**src/rtl/gemm_ctrl_pkg.sv**
```systemverilog
`default_nettype none
// ============================================================================
//  Module      : gemm_ctrl_pkg
//  Description : Shared state codes for the GEMM tile sequencing path. The
//                numeric codes match the decode inside systolic_array_top.
//  Revision    : 1.0 - initial release
// ============================================================================
package gemm_ctrl_pkg;

  // Array control codes; the array decodes these values directly
  localparam int unsigned IDLE   = 0;
  localparam int unsigned WARMUP = 1;
  localparam int unsigned STEADY = 2;
  localparam int unsigned DRAIN  = 3;

  // Controller FSM states, encoded with the array codes so the state
  // register can drive o_ctrl_state without a translation table
  typedef enum logic [1:0] {
    ST_IDLE   = 2'(IDLE),
    ST_WARMUP = 2'(WARMUP),
    ST_STEADY = 2'(STEADY),
    ST_DRAIN  = 2'(DRAIN)
  } ctrl_state_e;

endpackage : gemm_ctrl_pkg
`default_nettype wire

```
**src/rtl/gemm_tile_ctrl.sv**
```systemverilog
`default_nettype none
// ============================================================================
//  Module      : gemm_tile_ctrl
//  Description : Sequences one output-stationary GEMM tile on the systolic
//                array: latches the SRAM read windows on start, walks the
//                array through WARMUP / STEADY / DRAIN using a single
//                down-counter, then pulses done. Rejected configs pulse err.
//  Revision    : 1.0 - initial release
// ============================================================================
module gemm_tile_ctrl
  import gemm_ctrl_pkg::*;
#(
  parameter int NUM_ROW              = 4,
  parameter int NUM_COL              = 4,
  parameter int LOG2_SRAM_BANK_DEPTH = 5,
  parameter int CTRL_WIDTH           = 4
) (
  input  logic                            clk,
  input  logic                            rst_n,
  input  logic                            i_start,
  input  logic                            i_abort,
  input  logic [LOG2_SRAM_BANK_DEPTH-1:0] i_top_start_addr,
  input  logic [LOG2_SRAM_BANK_DEPTH-1:0] i_top_end_addr,
  input  logic [LOG2_SRAM_BANK_DEPTH-1:0] i_left_start_addr,
  input  logic [LOG2_SRAM_BANK_DEPTH-1:0] i_left_end_addr,
  input  logic [LOG2_SRAM_BANK_DEPTH-1:0] i_down_start_addr,
  input  logic [LOG2_SRAM_BANK_DEPTH-1:0] i_down_end_addr,
  output logic [CTRL_WIDTH-1:0]           o_ctrl_state,
  output logic [LOG2_SRAM_BANK_DEPTH-1:0] o_top_sram_rd_start_addr,
  output logic [LOG2_SRAM_BANK_DEPTH-1:0] o_top_sram_rd_end_addr,
  output logic [LOG2_SRAM_BANK_DEPTH-1:0] o_left_sram_rd_start_addr,
  output logic [LOG2_SRAM_BANK_DEPTH-1:0] o_left_sram_rd_end_addr,
  output logic [LOG2_SRAM_BANK_DEPTH-1:0] o_down_sram_rd_start_addr,
  output logic [LOG2_SRAM_BANK_DEPTH-1:0] o_down_sram_rd_end_addr,
  output logic                            o_busy,
  output logic                            o_done,
  output logic                            o_err
);

  localparam int AW    = LOG2_SRAM_BANK_DEPTH;
  // One extra bit so a full-depth window (L = 2^AW) still fits the counter
  localparam int CNT_W = AW + 1;

  localparam logic [CNT_W-1:0] CNT_ONE   = CNT_W'(1);
  localparam logic [CNT_W-1:0] WARM_LEN  = CNT_W'(NUM_ROW);
  localparam logic [CNT_W-1:0] DRAIN_LEN = CNT_W'(NUM_ROW + NUM_COL - 1);

  ctrl_state_e      state_q, state_d;
  logic [CNT_W-1:0] cnt_q, cnt_d;
  logic             busy_q, busy_d;
  logic             done_q, done_d;
  logic             err_q, err_d;

  logic [AW-1:0] top_start_q,  top_start_d;
  logic [AW-1:0] top_end_q,    top_end_d;
  logic [AW-1:0] left_start_q, left_start_d;
  logic [AW-1:0] left_end_q,   left_end_d;
  logic [AW-1:0] down_start_q, down_start_d;
  logic [AW-1:0] down_end_q,   down_end_d;

  logic             cfg_ok;
  logic [CNT_W-1:0] steady_len;

  // A start is only legal when the top and left windows are non-empty;
  // the down window is written by the array and is not range-checked
  assign cfg_ok = (i_top_end_addr >= i_top_start_addr) &&
                  (i_left_end_addr >= i_left_start_addr);

  // STEADY length from the latched left window, widened before subtracting
  assign steady_len = {1'b0, left_end_q} - {1'b0, left_start_q} + CNT_ONE;

  // Next-state, counter reload and pulse generation
  always_comb begin
    state_d      = state_q;
    cnt_d        = cnt_q;
    done_d       = 1'b0;
    err_d        = 1'b0;
    top_start_d  = top_start_q;
    top_end_d    = top_end_q;
    left_start_d = left_start_q;
    left_end_d   = left_end_q;
    down_start_d = down_start_q;
    down_end_d   = down_end_q;

    case (state_q)
      ST_IDLE: begin
        // Abort in IDLE swallows a simultaneous start
        if (i_start && !i_abort) begin
          if (cfg_ok) begin
            state_d      = ST_WARMUP;
            cnt_d        = WARM_LEN;
            top_start_d  = i_top_start_addr;
            top_end_d    = i_top_end_addr;
            left_start_d = i_left_start_addr;
            left_end_d   = i_left_end_addr;
            down_start_d = i_down_start_addr;
            down_end_d   = i_down_end_addr;
          end else begin
            err_d = 1'b1;
          end
        end
      end
      ST_WARMUP: begin
        if (cnt_q == CNT_ONE) begin
          state_d = ST_STEADY;
          cnt_d   = steady_len;
        end else begin
          cnt_d = cnt_q - CNT_ONE;
        end
      end
      ST_STEADY: begin
        if (cnt_q == CNT_ONE) begin
          state_d = ST_DRAIN;
          cnt_d   = DRAIN_LEN;
        end else begin
          cnt_d = cnt_q - CNT_ONE;
        end
      end
      ST_DRAIN: begin
        if (cnt_q == CNT_ONE) begin
          state_d = ST_IDLE;
          cnt_d   = '0;
          done_d  = 1'b1;
        end else begin
          cnt_d = cnt_q - CNT_ONE;
        end
      end
      default: begin
        state_d = ST_IDLE;
        cnt_d   = '0;
      end
    endcase

    // Abort beats any terminal transition of the active phase
    if ((state_q != ST_IDLE) && i_abort) begin
      state_d = ST_IDLE;
      cnt_d   = '0;
      done_d  = 1'b0;
    end
  end

  // Busy is registered alongside the state so every output comes from a flop
  assign busy_d = (state_d != ST_IDLE);

  // Control state, counter and status pulses
  always_ff @(posedge clk or negedge rst_n) begin
    if (!rst_n) begin
      state_q <= ST_IDLE;
      cnt_q   <= '0;
      busy_q  <= 1'b0;
      done_q  <= 1'b0;
      err_q   <= 1'b0;
    end else begin
      state_q <= state_d;
      cnt_q   <= cnt_d;
      busy_q  <= busy_d;
      done_q  <= done_d;
      err_q   <= err_d;
    end
  end

  // Latched address windows; they only change on an accepted start
  always_ff @(posedge clk or negedge rst_n) begin
    if (!rst_n) begin
      top_start_q  <= '0;
      top_end_q    <= '0;
      left_start_q <= '0;
      left_end_q   <= '0;
      down_start_q <= '0;
      down_end_q   <= '0;
    end else begin
      top_start_q  <= top_start_d;
      top_end_q    <= top_end_d;
      left_start_q <= left_start_d;
      left_end_q   <= left_end_d;
      down_start_q <= down_start_d;
      down_end_q   <= down_end_d;
    end
  end

  assign o_ctrl_state              = CTRL_WIDTH'(state_q);
  assign o_busy                    = busy_q;
  assign o_done                    = done_q;
  assign o_err                     = err_q;
  assign o_top_sram_rd_start_addr  = top_start_q;
  assign o_top_sram_rd_end_addr    = top_end_q;
  assign o_left_sram_rd_start_addr = left_start_q;
  assign o_left_sram_rd_end_addr   = left_end_q;
  assign o_down_sram_rd_start_addr = down_start_q;
  assign o_down_sram_rd_end_addr   = down_end_q;

endmodule : gemm_tile_ctrl
`default_nettype wire

```
**config.mk**
```make
export PLATFORM = sky130hd
export DESIGN_NAME = gemm_tile_ctrl
export DESIGN_NICKNAME = d
export VERILOG_FILES = /design/src/rtl/gemm_ctrl_pkg.sv /design/src/rtl/gemm_tile_ctrl.sv
export SDC_FILE = /design/constraint.sdc
export NUM_CORES = 1
export LEC_CHECK = 0
export CAP_MARGIN = 10
export CORE_ASPECT_RATIO = 0.6
export CORE_MARGIN = 2
export CORE_UTILIZATION = 44
export CTS_BUF_LIST = sky130_fd_sc_hd__clkbuf_8
export DETAILED_ROUTE_END_ITERATION = 6
export PLACE_DENSITY_LB_ADDON = 0.05
export SYNTH_ARGS = -nofsm -noshare
export SYNTH_HDL_FRONTEND = slang
export SYNTH_SLANG_ARGS = --single-unit
```
**constraint.sdc**
```tcl
create_clock -name clk -period 2 [get_ports clk]
set_input_delay 0.2 -clock clk [delete_from_list [all_inputs] [get_ports clk]]
set_output_delay 0.2 -clock clk [all_outputs]
set_load 0.01 [all_outputs]
```
==> impl_metrics.csv, run 1 <==
group,metric,value,unit
timing,drv_slew,0,
drt,drt-wirelength-per-cell,13.7,um
logic_synthesis,yosysTopAreaCell,"dfrtp_1",
logic_synthesis,yosysMostFrequentCell,"dfrtp_1",
timing,finalSetupViolations,2,
clocking,cts_sinks,41,
timing,fin_skew,0.00900,ns
global_route,grt-ovfl-total,0,
logic_synthesis,synth.avg_cell_area,12.3,um2
worst_setup_path,path_class,"reg -> reg",
global_route,grt_pass1_wl,8170,um
placed_design,hpwlAfterDp,3760,um
finish,diodes,0,
worst_setup_path,endpoint_kind,"register",
drt,via_per_inst,4.77,
worst_setup_path,r2r_start,"o_left_sram_rd_start_addr[1]",
floorplanning,die_height,60.8,um
min_path,min_path_type,"in -> async",
logic_synthesis,ys_types,42,
drt,routed_wl,4930,um
floorplanning,die_w,98.7,um
floorplanning,initial_utilization,46.1,%
logic_synthesis,synth_cells,193,
placed_design,gp_congestion,0.856,
worst_setup_path,startpoint_type,"register",
drt,drc_errors,0,
logic_synthesis,synthFlopType,"dfrtp_1",
floorplanning,num_rows,20,
clocking,clkLatencyLatePin,0.30,ns
drt,drt_iter0_drc,40,
logic_synthesis,ys_seq_area_share,43.3,%
power_and_ir_drop,p_int,0.00300,W
clocking,root_buffer,"clkbuf_8",
logic_synthesis,ys_async_sr_fraction,100,%
clocking,cts_tree,"yes",
power_and_ir_drop,ir_drop,0.560,mV
run_status,violations,"setup timing",
clocking,cts_buffers,5,
power_and_ir_drop,power_density,1290,nW/um2
worst_setup_path,crit_start,"o_left_sram_rd_start_addr[1]",
power_and_ir_drop,swShare,33.6,%
finish,multi_input_area,1270,um2
run_status,status,"finished with violations",
clocking,clockBufferDepth,2,
floorplanning,ios,71,
clocking,path_clk_slew,0.09,ns
power_and_ir_drop,combinationalPowerShare,54.4,%
logic_synthesis,ys_warn_count,0,
logic_synthesis,synth.top_cell.area_share,43.3,%
global_route,grt_pass1_vias,1639,
logic_synthesis,ys_ff_latch,41,
power_and_ir_drop,power.leakage,1.72,nW
placed_design,port_buffers,68,
worst_setup_path,critPathRequiredTime,2.20,ns
power_and_ir_drop,power_frac_clock,15.1,%
timing,tns,-0.0555,ns
timing,rsz0062_at_grt,"true",
drt,postRouteAntennaNets,0,
timing,fmax,490,MHz
power_and_ir_drop,fin_total_pwr,0.00452,W
finish,drive_above_1_share,29.0,%
worst_setup_path,r2r.worst_path.cells,9,
worst_setup_path,cp-endpoint,"cnt_q[5]",
logic_synthesis,synth_area,2370,um2
finish,regArea,1030,um2
logic_synthesis,synth_area_leaders,"dfrtp_1 43%, mux2_4 17%, ha_1 11%, inv_1 3.2%, a21oi_1 1.9%",
global_route,grt_use_total,17.6,%
worst_setup_path,crit_fanout,2,
drt,vias,1714,
drt,firstDrtPassIters,4,
global_route,grt_max_degree,23,
floorplanning,core,5130,um2
power_and_ir_drop,power.switching,0.00152,W
global_route,antenna_found_initial,0,
power_and_ir_drop,pwr-share-seq,30.5,%
worst_setup_path,cp.arrival,2.24,ns
finish,fill_cells,394,
logic_synthesis,synthTopCellsByCount,"41 x dfrtp_1, 27 x mux2_4, 21 x ha_1",
floorplanning,design.die.area,6000,um2
logic_synthesis,synth-edff-count,0,
timing,finalWorstSetupSlack,-0.0411,ns
clocking,htree_levels,2,
finish,area_delta_synth_final,47.9,%
timing,hold_violations,0,
timing,min_period,2.04,ns
timing,finalCritPeriodShare,102,%
job,drv_cap,0,
worst_setup_path,timing.rr.end,"cnt_q[5]",
finish,finalNetCount,348,
worst_setup_path,r2r_slack,-0.04,ns
[worst min path at each step]
| stage | from | to | slack, ns | cells past startpoint |
|---|---|---|---|---|
| 2_1_floorplan | rst_n | cnt_q[0] | -0.1 | 0 |
| 3_3_place_gp | rst_n | o_down_sram_rd_end_addr[4] | 0.18 | 1 |
| 3_5_place_dp | rst_n | o_down_sram_rd_end_addr[4] | 0.18 | 1 |
| 4_1_cts | rst_n | o_top_sram_rd_end_addr[1] | 0.39 | 2 |
| 5_1_grt | rst_n | o_top_sram_rd_end_addr[1] | 0.44 | 2 |
| 6_report | rst_n | o_top_sram_rd_start_addr[4] | 0.40 | 2 |
[logic make-up (layout without fill, tap and decap cells)]
logic type	count (synthesis)	in the layout	synth area share, %
other	1	2	0.158
AOI/OAI and AO/OA	34	34	10.5
adders and majority gates	22	22	11.9
xor gates and xnor gates	6	6	2.22
DFF	41	41	43.3
buffers and inverters	28	127	5.76
muxes	31	31	18.8
and+or+nand+nor	30	30	7.29
[registers in the layout, summed over array words and instances, names as in the netlist]
register and count:
o_err 1, o_done 1, o_top_sram_rd_start_addr 5, o_top_sram_rd_end_addr 5, o_left_sram_rd_start_addr 5, o_down_sram_rd_start_addr 5
o_busy 1, state_q 2, o_left_sram_rd_end_addr 5, o_down_sram_rd_end_addr 5, cnt_q 6
[metal layers]
| layer | GRT usage (%) | share of wire [%] |
|---|---|---|
| met4 | 4.70 | 0.87 |
| met5 | 0 | 0 |
| met3 | 4.38 | 6.2 |
| met2 | 23.8 | 39 |
| met1 | 27.7 | 54 |
[repair_timing]
| action | CTS | global route |
|---|---|---|
| pin swaps | 3 | 8 |
| endpoints found under the setup margin | 3 | 36 |
| resized for setup | 0 | 10 |
| hold buffers | 1 | 0 |
| endpoints found under the hold margin | 19 | 0 |
| buffers inserted | 1 | 3 |
[per-stage QoR]
step	area, um2	std cells	util (%)	setup slack, ns	hold slack (ns)
2_1_floorplan	2380	194	-	-0.0751	-0.0956
3_3_place_gp	3300	346	64.3	-0.249	0.181
3_5_place_dp	3300	346	64.3	-0.261	0.180
4_1_cts	3430	356	66.9	-0.0854	0.388
5_1_grt	3500	359	68.2	-0.173	0.444
6_report	3500	359	68.2	-0.0411	0.400
[final cells by class]
type                       count  share of cell area [%]
multi-input combinational    125                    36.2
sequential                    41                    29.3
timing repair buffer          99                    26.7
tap                           66                    2.36
inverter                      20                    2.14
clock buffer                   5                    1.97
clock inverter                 3                    1.32
[power groups by stage]
| stage | Sequential, W | Combinational, W | Clock [W] |
|---|---|---|---|
| after floorplan | 0.00147 | 0.00124 | 0 |
| after global placement | 0.00139 | 0.00228 | 0 |
| after detailed placement | 0.00138 | 0.00230 | 0 |
| after CTS | 0.00138 | 0.00233 | 0.000703 |
| after global routing | 0.00143 | 0.00270 | 0.000743 |
| final | 0.00138 | 0.00246 | 0.000685 |
[critical path: stages, from the launching register on]
cell     delay, ns
dfrtp_1       0.39
ha_1          0.28
inv_1         0.04
ha_2          0.17
fa_2          0.34
a21o_1        0.18
a21oi_2       0.13
xnor2_1       0.14
o31ai_1       0.08
a22o_2        0.21
[cells in the final DEF, fill, tap and decap left out, types with 2 or more instances in the layout]
cell type        count
o21ai_1              3
buf_4               28
a21oi_1              7
a21oi_2              2
mux2_4              27
nor2_1               5
nand2b_1             2
nand2_1             12
a311oi_2             2
a32o_1               3
buf_12               2
o21ai_2              2
nand3_1              2
dfrtp_1             41
a21o_1               4
mux2i_1              4
a31oi_2              2
xor2_1               2
xnor2_1              3
clkdlybuf4s50_1     67
inv_1               19
ha_1                19
clkbuf_8             5
conb_1               2
(Power assumes the default switching activity.)
==> inputs of run 2 (changes only) <==
--- a/config.mk
+++ b/config.mk
@@ -12,4 +12,5 @@
 export CTS_BUF_LIST = sky130_fd_sc_hd__clkbuf_8
 export DETAILED_ROUTE_END_ITERATION = 6
+export HOLD_SLACK_MARGIN = 0.05
 export PLACE_DENSITY_LB_ADDON = 0.05
 export SYNTH_ARGS = -nofsm -noshare
==> constraint.sdc (replaced) <==
create_clock -name clk -period 2 [get_ports clk]
set_input_delay 0.2 -clock clk [delete_from_list [all_inputs] [get_ports clk]]
set_output_delay 0.2 -clock clk [all_outputs]
set_load 0.1 [all_outputs]
==> run 2 against run 1 <==
Against the previous run:
- the run still ends with setup timing left
- first-iteration DRC count increased by 28%
- setup slack worse by 0.13 ns
- final cell count increased by 0.28%
- core utilization increased by 0.15 points
- register-to-register slack got worse by 0.13 ns
- maximum frequency fell by 6.1%
- critical path type unchanged
- largest cell class unchanged
==> impl_metrics.csv, run 2 (synthesis results as in run 1) <==
group,metric,value,unit
clocking,clockBufferDepth,2,
finish,largest-register,"cnt_q",
drt,firstDrtPassIters,4,
global_route,grt_pass1_wl,8250,um
worst_setup_path,crit_top_cell,"ha_4",
placed_design,port_buffers,68,
placed_design,gp_congestion,0.820,
timing,drv_slew,0,
timing,finalWorstSetupSlack,-0.173,ns
drt,vias,1739,
finish,finalNetCount,349,
clocking,cts_buffers,5,
drt,via_per_inst,4.83,
clocking,htree_levels,2,
worst_setup_path,startpoint_type,"register",
floorplanning,initial_utilization,46.1,%
floorplanning,die_w,98.7,um
timing,relSlewSlack,59.7,%
finish,fill_cells,381,
finish,largest_reg_flops,6,
global_route,grt_max_degree,28,
drt,postRouteAntennaNets,0,
worst_setup_path,cpPeakStageDelay,0.49,ns
finish,drive_above_1_share,46.9,%
placed_design,placed_area,3300,um2
timing,rsz0062_at_grt,"true",
floorplanning,num_rows,20,
timing,finalCritPeriodShare,109,%
drt,drt_iter0_drc,51,
worst_setup_path,cp.arrival,2.36,ns
global_route,grt_pass1_vias,1715,
finish,final_cell_area,3510,um2
timing,fin_skew,0.00970,ns
worst_setup_path,r2r_slack,-0.17,ns
finish,final_cell_mix,"65 x buf_4, 30 x clkdlybuf4s50_1, 29 x dfrtp_1",
min_path,min_path_type,"in -> reg",
global_route,grt-ovfl-total,0,
placed_design,hpwlAfterDp,3840,um
drt,drc_errors,0,
drt,routed_wl,4990,um
run_status,violations,"setup timing",
timing,finalSetupViolations,2,
timing,fmax,460,MHz
worst_setup_path,r2r_start,"o_left_sram_rd_start_addr[1]",
worst_setup_path,r2r.worst_path.cells,9,
global_route,grt_use_total,18.0,%
worst_setup_path,cp-endpoint,"cnt_q[5]",
worst_setup_path,crit_fanout,2,
finish,mostFrequentLayoutCell,"buf_4",
clocking,root_buffer,"clkbuf_8",
run_status,status,"finished with violations",
timing,min_period,2.17,ns
floorplanning,die_height,60.8,um
worst_setup_path,endpoint_kind,"register",
worst_setup_path,path_class,"reg -> reg",
floorplanning,ios,71,
worst_setup_path,crit_chain,"ha_4 > inv_2 > ha_4 > fa_2 > a21o_1 > a21oi_2 > xnor2_2 > o31ai_1 > a22o_2",
worst_setup_path,timing.rr.end,"cnt_q[5]",
global_route,antenna_found_initial,0,
worst_setup_path,critPathRequiredTime,2.19,ns
worst_setup_path,crit_start,"o_left_sram_rd_start_addr[1]",
worst_setup_path,critPathSlowestCell,"dfrtp_4",
clocking,path_clk_slew,0.08,ns
finish,diodes,0,
job,drv_cap,0,
clocking,cts_tree,"yes",
timing,hold_violations,0,
timing,worstMarginPinSlew,0.604,ns
floorplanning,design.die.area,6000,um2
floorplanning,core,5130,um2
clocking,clkLatencyLatePin,0.29,ns
drt,drt-wirelength-per-cell,13.8,um
finish,area_delta_synth_final,48.2,%
clocking,cts_sinks,41,
-- run 2: what timing repair did --
item / CTS / global route
pin swaps: 4 / 5
hold buffers: 1 / 0
resized for setup: 6 / 8
endpoints found under the hold margin: 25 / 0
setup buffers: 1 / 0
endpoints found under the setup margin: 36 / 36
-- run 2: critical path: cells and delay by family, from the launching register on --
family	cells	cell delay, ns
buffers and inverters	1	0.04
adders and majority gates	3	0.77
xor gates and xnor gates	1	0.15
DFF	1	0.49
AOI/OAI and AO/OA	4	0.63
-- run 2: final cells by class --
cell class | count | area [um2] | share of cell area [%]
clock buffers | 6 | 82.6 | 2.35
clock inverters | 2 | 33.8 | 0.963
inverters | 20 | 77.6 | 2.21
multi-input cells | 125 | 1330 | 37.8
flip-flops and latches | 41 | 1060 | 30.2
well taps | 66 | 82.6 | 2.35
repair buffers | 100 | 848 | 24.2
-- run 2: how the worst min path moves through the flow --
stage,from,to,depth (start not counted),slack [ns]
2_1_floorplan,rst_n,cnt_q[0],0,-0.1
3_3_place_gp,rst_n,o_top_sram_rd_start_addr[4],1,0.25
3_5_place_dp,rst_n,o_down_sram_rd_start_addr[4],1,0.25
4_1_cts,rst_n,cnt_q[2],2,0.45
5_1_grt,i_top_start_addr[2],o_top_sram_rd_start_addr[2],2,0.22
6_report,i_top_start_addr[2],o_top_sram_rd_start_addr[2],2,0.22
-- run 2: metrics by stage --
step                      hold WS, ns  worst slack (ns)  cells  TNS [ns]  utilization, %
after CTS                       0.452            -0.180    360    -0.280            67.6
after floorplan               -0.0956            -0.293    194    -0.484               -
final                           0.217            -0.173    360    -0.296            68.4
after global routing            0.224            -0.267    360    -0.575            68.4
after detailed placement        0.246            -0.387    350    -13.58            64.3
after global placement          0.246            -0.359    350    -12.31            64.3
-- run 2: layer usage --
layer  track usage, %  vias to the layer above  part of all wire (%)
met5                0                        -                     0
met4             5.68                        0                  0.92
met3             5.18                        5                   6.2
met2             25.9                       57                    40
met1             26.4                      805                    53
li1                 -                      872                     -
Power of run 2 is left out: the tool's default activity adds up to more than one toggle a clock period on the data nets, which glitch-free logic cannot reach.
==> inputs of run 3 (changes only) <==
--- a/config.mk
+++ b/config.mk
@@ -9,5 +9,5 @@
 export CORE_ASPECT_RATIO = 0.6
 export CORE_MARGIN = 2
-export CORE_UTILIZATION = 44
+export CORE_UTILIZATION = 29
 export CTS_BUF_LIST = sky130_fd_sc_hd__clkbuf_8
 export DETAILED_ROUTE_END_ITERATION = 6
==> constraint.sdc (replaced) <==
create_clock -name clk -period 2 [get_ports clk]
set_input_delay 0.2 -clock clk [delete_from_list [all_inputs] [get_ports clk]]
set_output_delay 0.2 -clock clk [all_outputs]
set_load 0.01 [all_outputs]
==> run 3 against run 2 <==
Against the previous run:
- the flow still finishes with violations (setup timing)
- routed wire length increased by 14%
- critical path type unchanged
- register-to-register slack improved by 0.09 ns
- non-clock buffer count decreased by 1
- via count increased by 2.0%
- core utilization decreased by 22 points
- setup slack improved by 0.090 ns
==> impl_metrics.csv, run 3 (synthesis results as in run 1) <==
group,metric,value,unit
power_and_ir_drop,ir_drop,0.432,mV
drt,firstDrtPassIters,4,
finish,drive_above_1_share,30.4,%
floorplanning,core,7880,um2
worst_setup_path,path_class,"reg -> reg",
worst_setup_path,critPathRequiredTime,2.19,ns
placed_design,hpwlAfterDp,4170,um
global_route,grt_pass1_wl,8840,um
drt,drt-wirelength-per-cell,14.2,um
finish,utilization,46.5,%
floorplanning,num_rows,25,
floorplanning,design.die.area,8930,um2
clocking,path_clk_slew,0.09,ns
timing,finalSetupViolations,2,
clocking,cts_tree,"yes",
timing,min_period,2.08,ns
drt,vias,1773,
clocking,clkLatencyLatePin,0.29,ns
global_route,antenna_found_initial,0,
drt,via_per_inst,4.42,
clocking,cts_buffers,5,
placed_design,gp_congestion,0.777,
finish,area_delta_synth_final,54.8,%
global_route,grt_max_degree,17,
job,drv_cap,0,
drt,routed_wl,5680,um
timing,hold_violations,0,
run_status,violations,"setup timing",
run_status,status,"finished with violations",
worst_setup_path,endpoint_kind,"register",
drt,postRouteAntennaNets,0,
floorplanning,die_w,121,um
worst_setup_path,crit_fanout,2,
worst_setup_path,startpoint_type,"register",
placed_design,dpl.cell_count,390,
floorplanning,initial_utilization,30.0,%
finish,fill_cells,732,
clocking,root_buffer,"clkbuf_8",
worst_setup_path,cp.arrival,2.27,ns
finish,mostFrequentLayoutCell,"clkdlybuf4s50_1",
finish,final_cells,401,
finish,finalNetCount,348,
timing,finalWorstSetupSlack,-0.0824,ns
global_route,grt-ovfl-total,0,
drt,drc_errors,0,
floorplanning,ios,71,
clocking,cts_sinks,41,
finish,final_cell_mix,"58 x clkdlybuf4s50_1, 41 x dfrtp_1, 27 x mux2_4",
clocking,clockBufferDepth,2,
timing,fin_skew,0.00778,ns
power_and_ir_drop,power_density,1280,nW/um2
finish,largest_reg_flops,6,
clocking,htree_levels,2,
drt,drt_iter0_drc,60,
finish,largest-register,"cnt_q",
placed_design,port_buffers,68,
global_route,grt_pass1_vias,1764,
global_route,grt_use_total,12.6,%
finish,diodes,0,
min_path,min_path_type,"in -> reg",
worst_setup_path,r2r_slack,-0.08,ns
timing,rsz0062_at_grt,"true",
timing,finalCritPeriodShare,104,%
timing,hold_slack,0.178,ns
timing,drv_slew,0,
timing,fmax,480,MHz
power_and_ir_drop,power.leakage,1.84,nW
power_and_ir_drop,fin_total_pwr,0.00467,W
placed_design,post-place-ws,-0.316,ns
floorplanning,die_height,74.0,um
-- run 3: final timing paths --
check / from / to / cells after the start
min in group asynchronous: rst_n / o_left_sram_rd_start_addr[4] / 2
hold reg to reg: o_down_sram_rd_start_addr[4] / o_down_sram_rd_start_addr[4] / 1
setup reg to reg: o_left_sram_rd_end_addr[1] / cnt_q[5] / 10
max in group asynchronous: rst_n / o_err / 3
hold / removal: i_top_start_addr[2] / o_top_sram_rd_start_addr[2] / 2
setup / recovery: o_left_sram_rd_end_addr[1] / cnt_q[5] / 10
-- run 3: repair_timing --
action	CTS	global route
setup endpoints to repair	8	35
hold endpoints to repair	13	0
gates resized for setup	9	16
cloned	0	1
setup buffers	0	1
pin swaps	9	11
hold buffers	1	0
-- run 3: metal layers --
layer	up-vias	share of wire [%]	GRT usage [%]
met2	47	41	18.1
met3	2	4.8	3.14
met1	851	54	19.4
met4	0	0.56	2.33
met5	-	0	0
li1	873	-	-
-- run 3: per-stage QoR --
step                setup TNS (ns)  cell area, um2
CTS                         -0.120            3560
finish                      -0.117            3660
global placement            -10.81            3380
global route                -0.343            3660
floorplan                  -0.0751            2380
detailed placement          -10.93            3380
-- run 3: report_power, final --
part           internal (W)  switching [W]
Sequential          0.00114       0.000245
Combinational       0.00150       0.000977
Clock              0.000496       0.000311
-- run 3: layout make-up --
class                   instances  area (um2)  share of cell area, %
multi-input cells             125        1300                   35.5
flip-flops and latches         41        1030                   28.0
clock buffers                   5        68.8                   1.88
clock inverters                 3        65.1                   1.78
well taps                     108         135                   3.69
inverters                      20        75.1                   2.05
repair buffers                 99         992                   27.1
-- run 3: worst max-delay path, stage by stage, from the launching register on --
cell and delay (ns):
dfrtp_1 0.39, inv_2 0.06, ha_4 0.26, inv_2 0.04
ha_4 0.15, fa_2 0.35, a21o_1 0.18, a21oi_2 0.13
xnor2_1 0.14, o31ai_1 0.08, a22o_2 0.21
